**config.mk**
```make
export PLATFORM = sky130hd
export DESIGN_NAME = fifo19_txrealign
export DESIGN_NICKNAME = d
export VERILOG_FILES = /design/src/rtl/fifo19_txrealign_pkg.sv /design/src/rtl/fifo19_txrealign.sv
export SDC_FILE = /design/constraint.sdc
export NUM_CORES = 1
export LEC_CHECK = 0
export ABC_AREA = 1
export CAP_MARGIN = 5
export CELL_PAD_IN_SITES_DETAIL_PLACEMENT = 0
export CELL_PAD_IN_SITES_GLOBAL_PLACEMENT = 2
export CORE_UTILIZATION = 30
export CTS_CLUSTER_SIZE = 40
export DETAILED_ROUTE_END_ITERATION = 10
export GPL_ROUTABILITY_DRIVEN = 0
export PLACE_DENSITY = 0.93
export SETUP_SLACK_MARGIN = 0.02
export SLEW_MARGIN = 15
export SYNTH_ARGS = -nofsm -noshare
export SYNTH_HDL_FRONTEND = slang
export SYNTH_SLANG_ARGS = --single-unit
```
**constraint.sdc**
```tcl
create_clock -name clk -period 5.5 [get_ports clk]
set_input_delay 0.825 -clock clk [delete_from_list [all_inputs] [get_ports clk]]
set_output_delay 0.825 -clock clk [all_outputs]
set_load 0.01 [all_outputs]
```
**src/rtl/fifo19_txrealign_pkg.sv**
```systemverilog
// Shared fifo19 line encoding and the TX realigner state encoding.
package fifo19_txrealign_pkg;

    localparam int unsigned F19_W   = 19;
    localparam int unsigned SOF_BIT = 16;
    localparam int unsigned EOF_BIT = 17;
    localparam int unsigned OCC_BIT = 18;

    typedef enum logic [1:0] {
        ST_IDLE,
        ST_FIRST,
        ST_PASS,
        ST_PAD
    } state_t;

endpackage

```
**src/rtl/fifo19_txrealign.sv**
```systemverilog
// Strips the leading 16-bit alignment pad of each TX frame, re-marks SOF on the
// first real line and zero-pads short frames up to MIN_LINES output lines.
module fifo19_txrealign
    import fifo19_txrealign_pkg::*;
#(
    parameter int unsigned MIN_LINES = 30,
    parameter int unsigned CNT_W     = 16
) (
    input  logic             clk,
    input  logic             reset,
    input  logic             clear,
    input  logic [18:0]      datain,
    input  logic             src_rdy_i,
    output logic             dst_rdy_o,
    output logic [18:0]      dataout,
    output logic             src_rdy_o,
    input  logic             dst_rdy_i,
    output logic [CNT_W-1:0] runt_drops
);

    localparam logic [CNT_W:0] MIN_L = (CNT_W+1)'(MIN_LINES);

    state_t           state, state_nxt;
    logic [CNT_W-1:0] cnt, cnt_nxt;
    logic [CNT_W-1:0] runt, runt_nxt;
    logic [CNT_W:0]   cnt_inc;
    logic [CNT_W-1:0] cnt_sat;
    logic             short_eof;

    // cnt_inc is one bit wider so the MIN_LINES compare never wraps.
    assign cnt_inc    = {1'b0, cnt} + (CNT_W+1)'(1);
    assign cnt_sat    = (&cnt) ? cnt : cnt_inc[CNT_W-1:0];
    assign runt_drops = runt;

    always_comb begin
        state_nxt = state;
        cnt_nxt   = cnt;
        runt_nxt  = runt;
        dataout   = '0;
        src_rdy_o = 1'b0;
        dst_rdy_o = 1'b1;
        short_eof = 1'b0;
        unique case (state)
            ST_IDLE: begin
                if (src_rdy_i && datain[SOF_BIT]) begin
                    if (datain[EOF_BIT])
                        runt_nxt = (&runt) ? runt : runt + CNT_W'(1);
                    else
                        state_nxt = ST_FIRST;
                end
            end
            ST_FIRST, ST_PASS: begin
                dataout          = datain;
                dataout[SOF_BIT] = (state == ST_FIRST);
                src_rdy_o        = src_rdy_i;
                dst_rdy_o        = dst_rdy_i;
                short_eof        = datain[EOF_BIT] && (cnt_inc < MIN_L);
                // A short frame's last line is not the end of the output frame.
                if (short_eof) begin
                    dataout[EOF_BIT] = 1'b0;
                    dataout[OCC_BIT] = 1'b0;
                end
                if (src_rdy_i && dst_rdy_i) begin
                    cnt_nxt   = cnt_sat;
                    state_nxt = ST_PASS;
                    if (datain[EOF_BIT]) begin
                        if (short_eof) begin
                            state_nxt = ST_PAD;
                        end else begin
                            state_nxt = ST_IDLE;
                            cnt_nxt   = '0;
                        end
                    end
                end
            end
            ST_PAD: begin
                dst_rdy_o        = 1'b0;
                src_rdy_o        = 1'b1;
                dataout[EOF_BIT] = (cnt_inc == MIN_L);
                if (dst_rdy_i) begin
                    cnt_nxt = cnt_sat;
                    if (cnt_inc == MIN_L) begin
                        state_nxt = ST_IDLE;
                        cnt_nxt   = '0;
                    end
                end
            end
            default: state_nxt = ST_IDLE;
        endcase
    end

    always_ff @(posedge clk or posedge reset) begin
        if (reset) begin
            state <= ST_IDLE;
            cnt   <= '0;
            runt  <= '0;
        end else if (clear) begin
            state <= ST_IDLE;
            cnt   <= '0;
            runt  <= '0;
        end else begin
            state <= state_nxt;
            cnt   <= cnt_nxt;
            runt  <= runt_nxt;
        end
    end

endmodule

```
[Word level (Yosys, flattened, before mapping)]
Index checks and enable logic that the tools add are counted.
W data, S select, Z words.
Word-level totals
  logic and storage cells: 58
  bits of input ports: 24
  register bits: 34
Operators by class
  equal/unequal tests: 10
  $add $sub $neg: 2
  $lt $le $gt $ge: 1
  reductions and logical operators: 14
  multiplexer cells: 28
Operators with widths (count)
  $mux W16: 12
  $pmux W16 S2: 1
  $reduce_and A16 Y1: 2
  $mux W2: 9
  $add A16 B1 Y17 const B: 1
  $eq A17 B5 Y1 const B: 1
  $lt A17 B5 Y1 const B: 1
  $mux W17: 1
  $add A16 B1 Y16 const B: 1
  $ne A3 B3 Y1 const B: 5
  $pmux W1 S2: 3
  $pmux W2 S3: 1
  $reduce_bool A2 Y1: 3
  $reduce_and A5 Y1: 1
  $eq A2 B2 Y1 const B: 2
  $reduce_and A4 Y1: 1
  $logic_and A1 B1 Y1: 3
  $reduce_and A3 Y1: 1
  $reduce_bool A3 Y1: 1
  $eq A2 B1 Y1 const B: 1
  $logic_not A2 Y1: 1
  $ne A2 B2 Y1 const B: 1
  $reduce_or A2 Y1: 1
  $mux W1: 1

[Longest topological paths before layout]
Gate-level depths: netlist of the first run.
  word-level depth: 8
  depth in mapped cells: 16
  mapped depth without buffers: 15

[Least setup slack after synthesis of the first run]
Ideal clock, no wire load.
  path kind: register to output
  from: reg cnt[0]
  to: out dataout[17]
  cell stages (with the launch flop): 13
  slack: 2.891 ns
  data required time: 4.675 ns
  arrival time: 1.784 ns
  cells stage by stage: dfrtp_1 ha_1 nand2_2 nor2_2 buf_6 nand3_2 nand2_2 nand2_2 nor2_2 nand2_2 nor2_8 nand3_2 a21oi_1
Between the ends
  word-level cells in the longest chain between the ends: 5
  elaborated cells on any way between the ends: 6
  those cells by class: add/sub (1); order compare (1); eq/ne (1); mux (2); reduce/logical (1)
Ends and longest elaborated chain
  from (decl): RTL line fifo19_txrealign.sv:24  | logic [CNT_W-1:0] cnt, cnt_nxt;
  from (signal assigned): RTL line fifo19_txrealign.sv:103  | cnt <= cnt_nxt;
  $add A16 B1 Y17 (*): RTL line fifo19_txrealign.sv:31  | assign cnt_inc = {1'b0, cnt} + (CNT_W+1)'(1);
  $lt A17 B5 Y1: RTL line fifo19_txrealign.sv:57  | short_eof = datain[EOF_BIT] && (cnt_inc < MIN_L);
  $logic_and A1 B1 Y1: RTL line fifo19_txrealign.sv:57
  $mux W2: RTL line fifo19_txrealign.sv:59  | if (short_eof) begin
  $pmux W1 S2 (*): RTL line fifo19_txrealign.sv:43  | unique case (state)
  to (decl): RTL line fifo19_txrealign.sv:15  | output logic [18:0] dataout,
Every way passes the cells marked *; elsewhere a longest branch is shown, timed or not.

[Final worst setup path of the first run]
Same ends and word-level chain as after synthesis.

==> flow_metrics.py, run 1 <==
metrics = {
    "run_status": {
        "outcome": "finished clean",
    },
    "worst_setup_path": {
        "critical_path_class": "reg2out",
        "cp-end-kind": "primary output",
        "required_ps": 4680,
        "cp_max_fo": 11,
        "r2r_cells": 13,
        "cp_data_arrival_time_ps": 3000,
        "start_kind": "flop",
    },
    "logic_synthesis": {
        "ys_top_cells_by_area": "dfrtp_1 (31%), nand2_1 (15%), inv_1 (8.0%), nand3_1 (5.8%), nor2_1 (5.2%)",
        "synth-edff-count": 0,
        "yosys.area.top_type": "dfrtp_1",
        "yosysMostFrequentCell": "nand2_1",
        "synth_commonest_cells": "nand2_1 (108), inv_1 (59), nor2_1 (38)",
        "synth-seq-area-share_pct": 30.7,
        "syn_inst": 406,
        "synth_top_area_share_pct": 30.7,
        "synthMuxAreaShare_pct": 0,
        "yosysWarnings": 0,
        "synth_xor_xnor_area_share_pct": 2.53,
        "synthesis.area_um2": 2770,
        "yosys.area_share.adder_pct": 2.71,
        "synth_top_family_by_area": "simple AND/OR/NAND/NOR gates",
        "synth_compound_area_share_pct": 13.4,
        "synth_ff_type": "dfrtp_1",
        "syn-num-nets": 436,
        "synth-seq-cells": 34,
        "synth.distinct_cells": 33,
        "syn_area_per_cell_um2": 6.82,
        "synthSimpleGateAreaFrac_pct": 40.4,
        "async_reset_ff_share_pct": 100,
    },
    "floorplanning": {
        "rows": 34,
        "coreArea_um2": 8850,
        "die_w_um": 98.1,
        "die_area_um2": 9620,
        "ios": 61,
        "start_util_pct": 31.3,
        "die_h_um": 98.1,
    },
    "pwr": {
        "p_leak_nw": 1.62,
        "p_per_area_nw_per_um2": 299,
        "ir_drop_v": 0.000228,
    },
    "sta": {
        "worstMarginPinSlew_ps": 693,
        "fin_setup_tns_ps": 0,
        "setup_viol": 0,
        "max_freq_ghz": 0.262,
        "grt_setup_unrepaired": "false",
        "min_period_ps": 3820,
        "maxSlewHeadroom_pct": 53.8,
        "slew_violations": 0,
        "skew_ps": 5.95,
        "hold_viol_final": 0,
        "finalWorstSetupSlack_ps": 1680,
        "min_period_over_period_pct": 69.5,
    },
    "finish": {
        "syn_to_final_growth_pct": 30.3,
        "n_antenna_cell": 0,
        "fin_nets": 495,
        "final_area_um2": 3610,
        "drive_gt1_share_pct": 10.7,
    },
    "route": {
        "vias_per_cell": 4.97,
        "postRouteAntennaNets": 0,
        "totalWireLength_um": 7780,
        "vias": 2851,
        "detail_route.wl_per_cell_um": 13.6,
        "first_iter_violations": 212,
        "drcViolationCount": 0,
        "first_pass_iters": 4,
    },
    "worst_hold_path": {
        "hold_class": "reg2reg",
        "hold-path-cell-count": 2,
    },
    "job": {
        "max_cap_violations": 0,
    },
    "clock_network": {
        "clk_pin_slew_ps": 80,
        "numCtsBuffers": 5,
        "cts-htree-levels": 2,
        "cts_buffer_depth": 2,
        "cts_resized": 0,
        "cts-hold-fix-buffers": 0,
        "cts_tree": "yes",
        "clk_latency_ps": 290,
        "clkSinkCount": 34,
        "post-cts-setup-buffer-count": 0,
        "root_buffer": "clkbuf_8",
    },
    "global_route": {
        "gr-usage-all-layers_pct": 17.3,
        "grt_overflow": 0,
        "grt_max_degree": 35,
        "grt_pass1_vias": 2680,
        "antenna_found_initial": 0,
        "grt_pass1_wl_um": 13400,
    },
    "placed_design": {
        "port-buffer-count": 60,
        "dpl.hpwl_um": 5820,
        "place_ws_ps": 2030,
        "placed_area_um2": 3470,
    },
}
cell families (layout without fill, tap and decap cells):
| family | count (synthesis) | in the layout |
|---|---|---|
| AOI/OAI and AO/OA | 54 | 54 |
| DFF | 34 | 34 |
| and+or+nand+nor | 234 | 234 |
| buffers and inverters | 70 | 130 |
| adders and majority gates | 6 | 6 |
| xor gates and xnor gates | 8 | 8 |
per-stage QoR:
stage | std cells | hold slack [ps] | power [mW] | util (%)
floorplan | 406 | 484 | 0.559 | -
global placement | 566 | 511 | 0.788 | 39.2
detailed placement | 566 | 524 | 0.791 | 39.2
CTS | 574 | 539 | 1.09 | 40.8
global route | 574 | 577 | 1.16 | 40.8
finish | 574 | 534 | 1.08 | 40.8
sequential cells by signal (all words and copies together) (netlist names):
register,flops
cnt,16
runt_drops,16
state,2
report_power, final:
part	total, mW	internal (mW)	switching (mW)	leakage (nW)
Sequential	0.291	0.268	0.0230	0.469
Combinational	0.493	0.216	0.277	1.08
Clock	0.296	0.194	0.102	0.0714
Total	1.08	0.678	0.402	1.62
cell usage in the layout, fill, tap and decap left out, types with 2 or more instances in the layout:
master / synthesis / final
nand3_1: 32 / 32
buf_4: 0 / 3
nor2_1: 38 / 38
nand3_2: 4 / 4
clkbuf_8: 0 / 6
nand2_4: 3 / 3
nor2_4: 2 / 2
clkdlybuf4s50_1: 0 / 60
o21ai_1: 2 / 2
o22ai_2: 9 / 9
nand2_2: 9 / 9
nand4_1: 13 / 13
nand2_1: 108 / 108
ha_1: 6 / 6
nor3_2: 2 / 2
xor2_1: 7 / 7
dfrtp_1: 34 / 34
nor2_2: 7 / 7
nor3_1: 12 / 12
a21oi_1: 7 / 7
bufinv_16: 0 / 2
inv_1: 59 / 59
o21ai_0: 24 / 24
nor2_8: 2 / 2
o31ai_1: 6 / 6
critical path, stage by stage, from the launching register on:
cell             delay (ps)
dfrtp_1                 460
ha_1                    250
nand2_2                  80
nor2_2                  410
nand3_2                 150
nor3_2                  480
nor2_1                   80
nand2_1                  80
nor2_1                   60
nand3_2                  80
a21oi_1                  70
clkdlybuf4s50_1         510
final cells by class:
cell class / count / area [um^2]
Clock inverter: 2 / 60.1
Timing Repair Buffer: 63 / 623
Fill cell: 903 / 5240
Sequential cell: 34 / 851
Tap cell: 108 / 135
Multi-Input combinational cell: 302 / 1640
Clock buffer: 6 / 82.6
Inverter: 59 / 221
path summary, 6_finish.rpt:
path | end | slack [ps] | start
worst max-delay path | dataout[17] | 1680 | cnt[0]
worst min-delay path | state[1] | 530 | state[1]
worst max register to register | runt_drops[9] | 2730 | runt_drops[0]
worst min register to register | state[1] | 530 | state[1]
max in group asynchronous | state[0] | 4230 | reset
min in group asynchronous | runt_drops[3] | 940 | reset
metal layers:
layer / vias up / track usage (%) / wire (um) / share of wire [%]
met3: 4 / 3.72 / 539 / 6.9
met1: 1303 / 25.4 / 3800 / 49
met2: 105 / 25.9 / 3390 / 44
met4: 0 / 3.38 / 54 / 0.69
met5: - / 0 / 0 / 0
li1: 1439 / - / - / -
Note: power is estimated with default switching activity, not from simulation.
==> inputs of run 2 (changes only) <==
- CORE_UTILIZATION: 30 -> 28
- PLACE_DENSITY: 0.93 -> 0.88
- clock period: 5.5 -> 3.85 ns (I/O delays scaled with it)
==> run 2 against run 1 <==
Routed wire length up 1.0%. Clock power up 17%. Die area up 7.0%. Global-route usage down 0.61 points. Cell area up 0.52%. First-iteration DRC count down 24%. Highest routed layer unchanged. Combinational power up 42%.
==> flow_metrics.py, run 2 (synthesized netlist as in run 1, its figures left out) <==
metrics = {
    "run_status": {
        "outcome": "finished clean",
    },
    "route": {
        "postRouteAntennaNets": 0,
        "first_iter_violations": 161,
        "first_pass_iters": 5,
        "drcViolationCount": 0,
        "vias": 2796,
        "totalWireLength_um": 7860,
        "vias_per_cell": 4.68,
        "detail_route.wl_per_cell_um": 13.2,
    },
    "clock_network": {
        "clkSinkCount": 34,
        "numCtsBuffers": 5,
        "cts-htree-levels": 2,
        "cts-hold-fix-buffers": 0,
        "cts_tree": "yes",
        "clk_pin_slew_ps": 70,
        "cts_buffer_depth": 2,
        "post-cts-setup-buffer-count": 0,
        "clk_latency_ps": 280,
        "cts_resized": 0,
        "root_buffer": "clkbuf_8",
    },
    "global_route": {
        "antenna_found_initial": 0,
        "grt_pass1_vias": 2760,
        "gr-usage-all-layers_pct": 16.7,
        "grt_max_degree": 35,
        "grt_overflow": 0,
        "grt_pass1_wl_um": 13400,
    },
    "sta": {
        "fin_setup_tns_ps": 0,
        "slew_violations": 0,
        "min_period_ps": 3500,
        "hold_viol_final": 0,
        "worstMarginPinSlew_ps": 676,
        "min_period_over_period_pct": 91.0,
        "maxSlewHeadroom_pct": 55.0,
        "max_freq_ghz": 0.285,
        "grt_setup_unrepaired": "false",
        "finalWorstSetupSlack_ps": 346,
        "hold_slack_ps": 539,
        "setup_viol": 0,
        "skew_ps": 1.90,
    },
    "finish": {
        "drive_gt1_share_pct": 11.1,
        "syn_to_final_growth_pct": 31.0,
        "fillCellCount": 998,
        "final_cell_mix": "nand2_1 (108), clkdlybuf4s50_1 (60), inv_1 (59)",
        "final_area_um2": 3630,
        "fin_cells": 597,
        "fin_util_pct": 38.5,
        "layout_commonest_cell": "nand2_1",
        "fin_nets": 498,
        "n_antenna_cell": 0,
    },
    "pwr": {
        "total_power_mw": 1.46,
        "p_leak_nw": 1.62,
        "p_per_area_nw_per_um2": 404,
        "ir_drop_v": 0.000271,
    },
    "floorplanning": {
        "coreArea_um2": 9420,
        "rows": 35,
        "die_h_um": 101,
        "die_w_um": 101,
        "ios": 61,
        "start_util_pct": 29.4,
        "die_area_um2": 10300,
    },
    "worst_setup_path": {
        "required_ps": 3270,
        "cp-end-kind": "primary output",
        "critical_path_class": "reg2out",
        "cp_data_arrival_time_ps": 2930,
        "start_kind": "flop",
        "cp_max_fo": 11,
        "r2r_cells": 11,
    },
    "worst_hold_path": {
        "hold-path-cell-count": 2,
        "hold_class": "reg2reg",
    },
    "job": {
        "max_cap_violations": 0,
    },
    "placed_design": {
        "port-buffer-count": 60,
        "placed_area_um2": 3510,
        "place_ws_ps": 681,
        "dpl.hpwl_um": 5880,
        "place_inst": 590,
    },
}
[run 2: layer usage]
metal / share of wire, % / wire length (um) / track usage (%)
met5: 0 / 0 / 0
met4: 0.86 / 68 / 4.01
met3: 5.5 / 433 / 2.76
met2: 45 / 3530 / 27.1
met1: 49 / 3830 / 23.1
[run 2: report_power, final]
group          total, mW  internal [mW]  leakage, nW  switching (mW)
Sequential         0.416          0.383        0.469          0.0335
Clock              0.346          0.207       0.0573           0.139
Combinational      0.702          0.311         1.09           0.391
Total               1.46          0.901         1.62           0.564
[run 2: worst max-delay path, cell delays in order (launching register included)]
cell	delay, ps
dfrtp_1	450
ha_1	230
nand2_2	80
nor2_2	400
nand3_2	140
nand2_1	100
nand2_1	50
nor2_1	120
nand2_2	100
nor2_8	130
nand3_2	100
a21oi_1	160
clkdlybuf4s50_1	580
[run 2: area by class of cell]
cell class | count | area, um^2 | area share (%)
Clock buffer | 6 | 82.6 | 2.28
Clock inverter | 1 | 30.0 | 0.828
Inverter | 59 | 221 | 6.11
Tap cell | 129 | 161 | 4.45
Timing Repair Buffer | 66 | 646 | 17.8
Multi-Input combinational cell | 302 | 1640 | 45.1
Sequential cell | 34 | 851 | 23.5
[run 2: worst paths after layout]
kind                       startpoint       endpoint  slack [ps]
min                          state[1]       state[1]         540
min in group asynchronous       reset  runt_drops[3]         710
min reg2reg                  state[1]       state[1]         540
max in group asynchronous       reset        cnt[10]        2820
max                            cnt[0]    dataout[17]         350
max reg2reg                  state[0]        cnt[10]        1290
==> inputs of run 3 (changes only) <==
- CORE_MARGIN: not set -> 2
==> run 3 against run 2 <==
Flip-flop and latch count is the same. Fmax rose by 3.5%. Register-to-register slack got worse by 60 ps. Non-clock buffer count is 1 lower. Routed wire length rose by 0.61%. Critical path depth is 2 lower.
==> flow_metrics.py, run 3 (synthesized netlist as in run 1, its figures left out) <==
metrics = {
    "run_status": {
        "outcome": "finished clean",
    },
    "route": {
        "detail_route.wl_per_cell_um": 13.2,
        "totalWireLength_um": 7910,
        "first_iter_violations": 181,
        "postRouteAntennaNets": 0,
        "vias_per_cell": 4.67,
        "vias": 2803,
        "first_pass_iters": 4,
        "drcViolationCount": 0,
    },
    "finish": {
        "syn_to_final_growth_pct": 29.9,
        "drive_gt1_share_pct": 10.9,
        "fin_nets": 497,
        "n_antenna_cell": 0,
        "multi_input_area_um2": 1640,
        "final_cell_mix": "nand2_1 (108), clkdlybuf4s50_1 (60), inv_1 (59)",
        "layout_commonest_cell": "nand2_1",
        "fillCellCount": 1046,
        "seqCellArea_um2": 851,
        "fin_cells": 600,
    },
    "worst_setup_path": {
        "critical_path_class": "reg2out",
        "slowest_delay_ps": 570,
        "crit_chain": "ha_1, nand3_1, nor2_1, nand4_1, nand2_1, nand3_1, nor2_8, nand3_2, a21oi_1, clkdlybuf4s50_1",
        "crit_slowest_cell": "clkdlybuf4s50_1",
        "cp_data_arrival_time_ps": 2810,
        "required_ps": 3270,
        "cp-end-kind": "primary output",
        "start_kind": "flop",
        "cp_num_buf_inv": 1,
        "rrSetupSlack_ps": 1230,
        "path_common_cell": "nand3_1",
        "critPathTopFamily": "simple AND/OR/NAND/NOR gates",
        "cp_max_fo": 6,
    },
    "sta": {
        "max_freq_ghz": 0.295,
        "setup_viol": 0,
        "slew_violations": 0,
        "grt_setup_unrepaired": "false",
        "finalWorstSetupSlack_ps": 464,
        "maxSlewHeadroom_pct": 54.7,
        "min_period_over_period_pct": 88.0,
        "hold_slack_ps": 541,
        "skew_ps": 6.90,
        "worstMarginPinSlew_ps": 680,
        "fin_setup_tns_ps": 0,
        "min_period_ps": 3390,
        "hold_viol_final": 0,
    },
    "clock_network": {
        "clkSinkCount": 34,
        "cts-hold-fix-buffers": 0,
        "cts_tree": "yes",
        "cts-htree-levels": 2,
        "clk_pin_slew_ps": 80,
        "root_buffer": "clkbuf_8",
        "clk_latency_ps": 290,
        "cts_buffer_depth": 2,
        "numCtsBuffers": 5,
    },
    "global_route": {
        "grt_overflow": 0,
        "gr-usage-all-layers_pct": 15.8,
        "grt_pass1_vias": 2641,
        "grt_max_degree": 35,
        "grt_pass1_wl_um": 13300,
        "antenna_found_initial": 0,
    },
    "floorplanning": {
        "rows": 36,
        "die_w_um": 103,
        "coreArea_um2": 9680,
        "ios": 61,
        "start_util_pct": 28.6,
        "die_h_um": 103,
        "die_area_um2": 10700,
    },
    "pwr": {
        "p_per_area_nw_per_um2": 383,
        "ir_drop_v": 0.000349,
        "p_leak_nw": 1.60,
    },
    "worst_hold_path": {
        "hold_class": "reg2reg",
    },
    "placed_design": {
        "place_inst": 593,
        "place_ws_ps": 628,
        "port-buffer-count": 60,
        "dpl.hpwl_um": 5940,
    },
    "job": {
        "max_cap_violations": 0,
    },
}
-- run 3: changes by cell type in the layout (fill, tap and decap cells not counted), sizes merged --
cell    change
buf         -1
bufinv      -1
clkbuf      -1
clkinv      +2
-- run 3: per-layer routing --
layer | vias up | GRT usage, % | wire [um] | share of wire [%]
met5 | - | 0 | 0 | 0
li1 | 1436 | - | - | -
met2 | 73 | 24.1 | 3500 | 44
met4 | 0 | 3.14 | 59 | 0.75
met1 | 1289 | 23.8 | 4030 | 51
met3 | 5 | 2.28 | 318 | 4.0
-- run 3: through the flow --
| stage | utilization, % | total power [mW] | cell area [um^2] |
|---|---|---|---|
| detailed placement | 36.3 | 1.13 | 3510 |
| floorplan | - | 0.799 | 2770 |
| global route | 37.1 | 1.49 | 3600 |
| CTS | 37.1 | 1.40 | 3590 |
| finish | 37.1 | 1.38 | 3600 |
| global placement | 36.3 | 1.13 | 3510 |
-- run 3: power by group --
part | leakage, nW | switching [mW] | total (mW) | internal, mW
Clock | 0.0438 | 0.139 | 0.261 | 0.122
Combinational | 1.09 | 0.390 | 0.699 | 0.309
Sequential | 0.469 | 0.0330 | 0.416 | 0.383
Total | 1.60 | 0.563 | 1.38 | 0.814
-- run 3: final cells by class --
| cell class | instances | share of cell area [%] |
|---|---|---|
| Clock buffer | 5 | 1.91 |
| Clock inverter | 2 | 0.278 |
| Inverter | 59 | 6.16 |
| Multi-Input combinational cell | 302 | 45.6 |
| Sequential cell | 34 | 23.7 |
| Tap cell | 133 | 4.63 |
| Timing Repair Buffer | 65 | 17.7 |
-- run 3: tightest hold or removal path, delay by kind of cell (launching register included) --
kind	cells	cell delay, ps
flops	1	370
compound gates	1	70
simple gates	1	60
-- run 3: timing repair --
item	in CTS	in global routing
resized for setup	0	1
buffers inserted	0	0
endpoints found under the setup margin	0	1
-- run 3: path summary, 6_finish.rpt --
kind,to,start,cells past startpoint
max,dataout[17],cnt[0],10
min,state[1],state[1],2
max reg2reg,runt_drops[9],runt_drops[0],13
min reg2reg,state[1],state[1],2
max in group asynchronous,cnt[13],reset,3
min in group asynchronous,runt_drops[0],reset,3
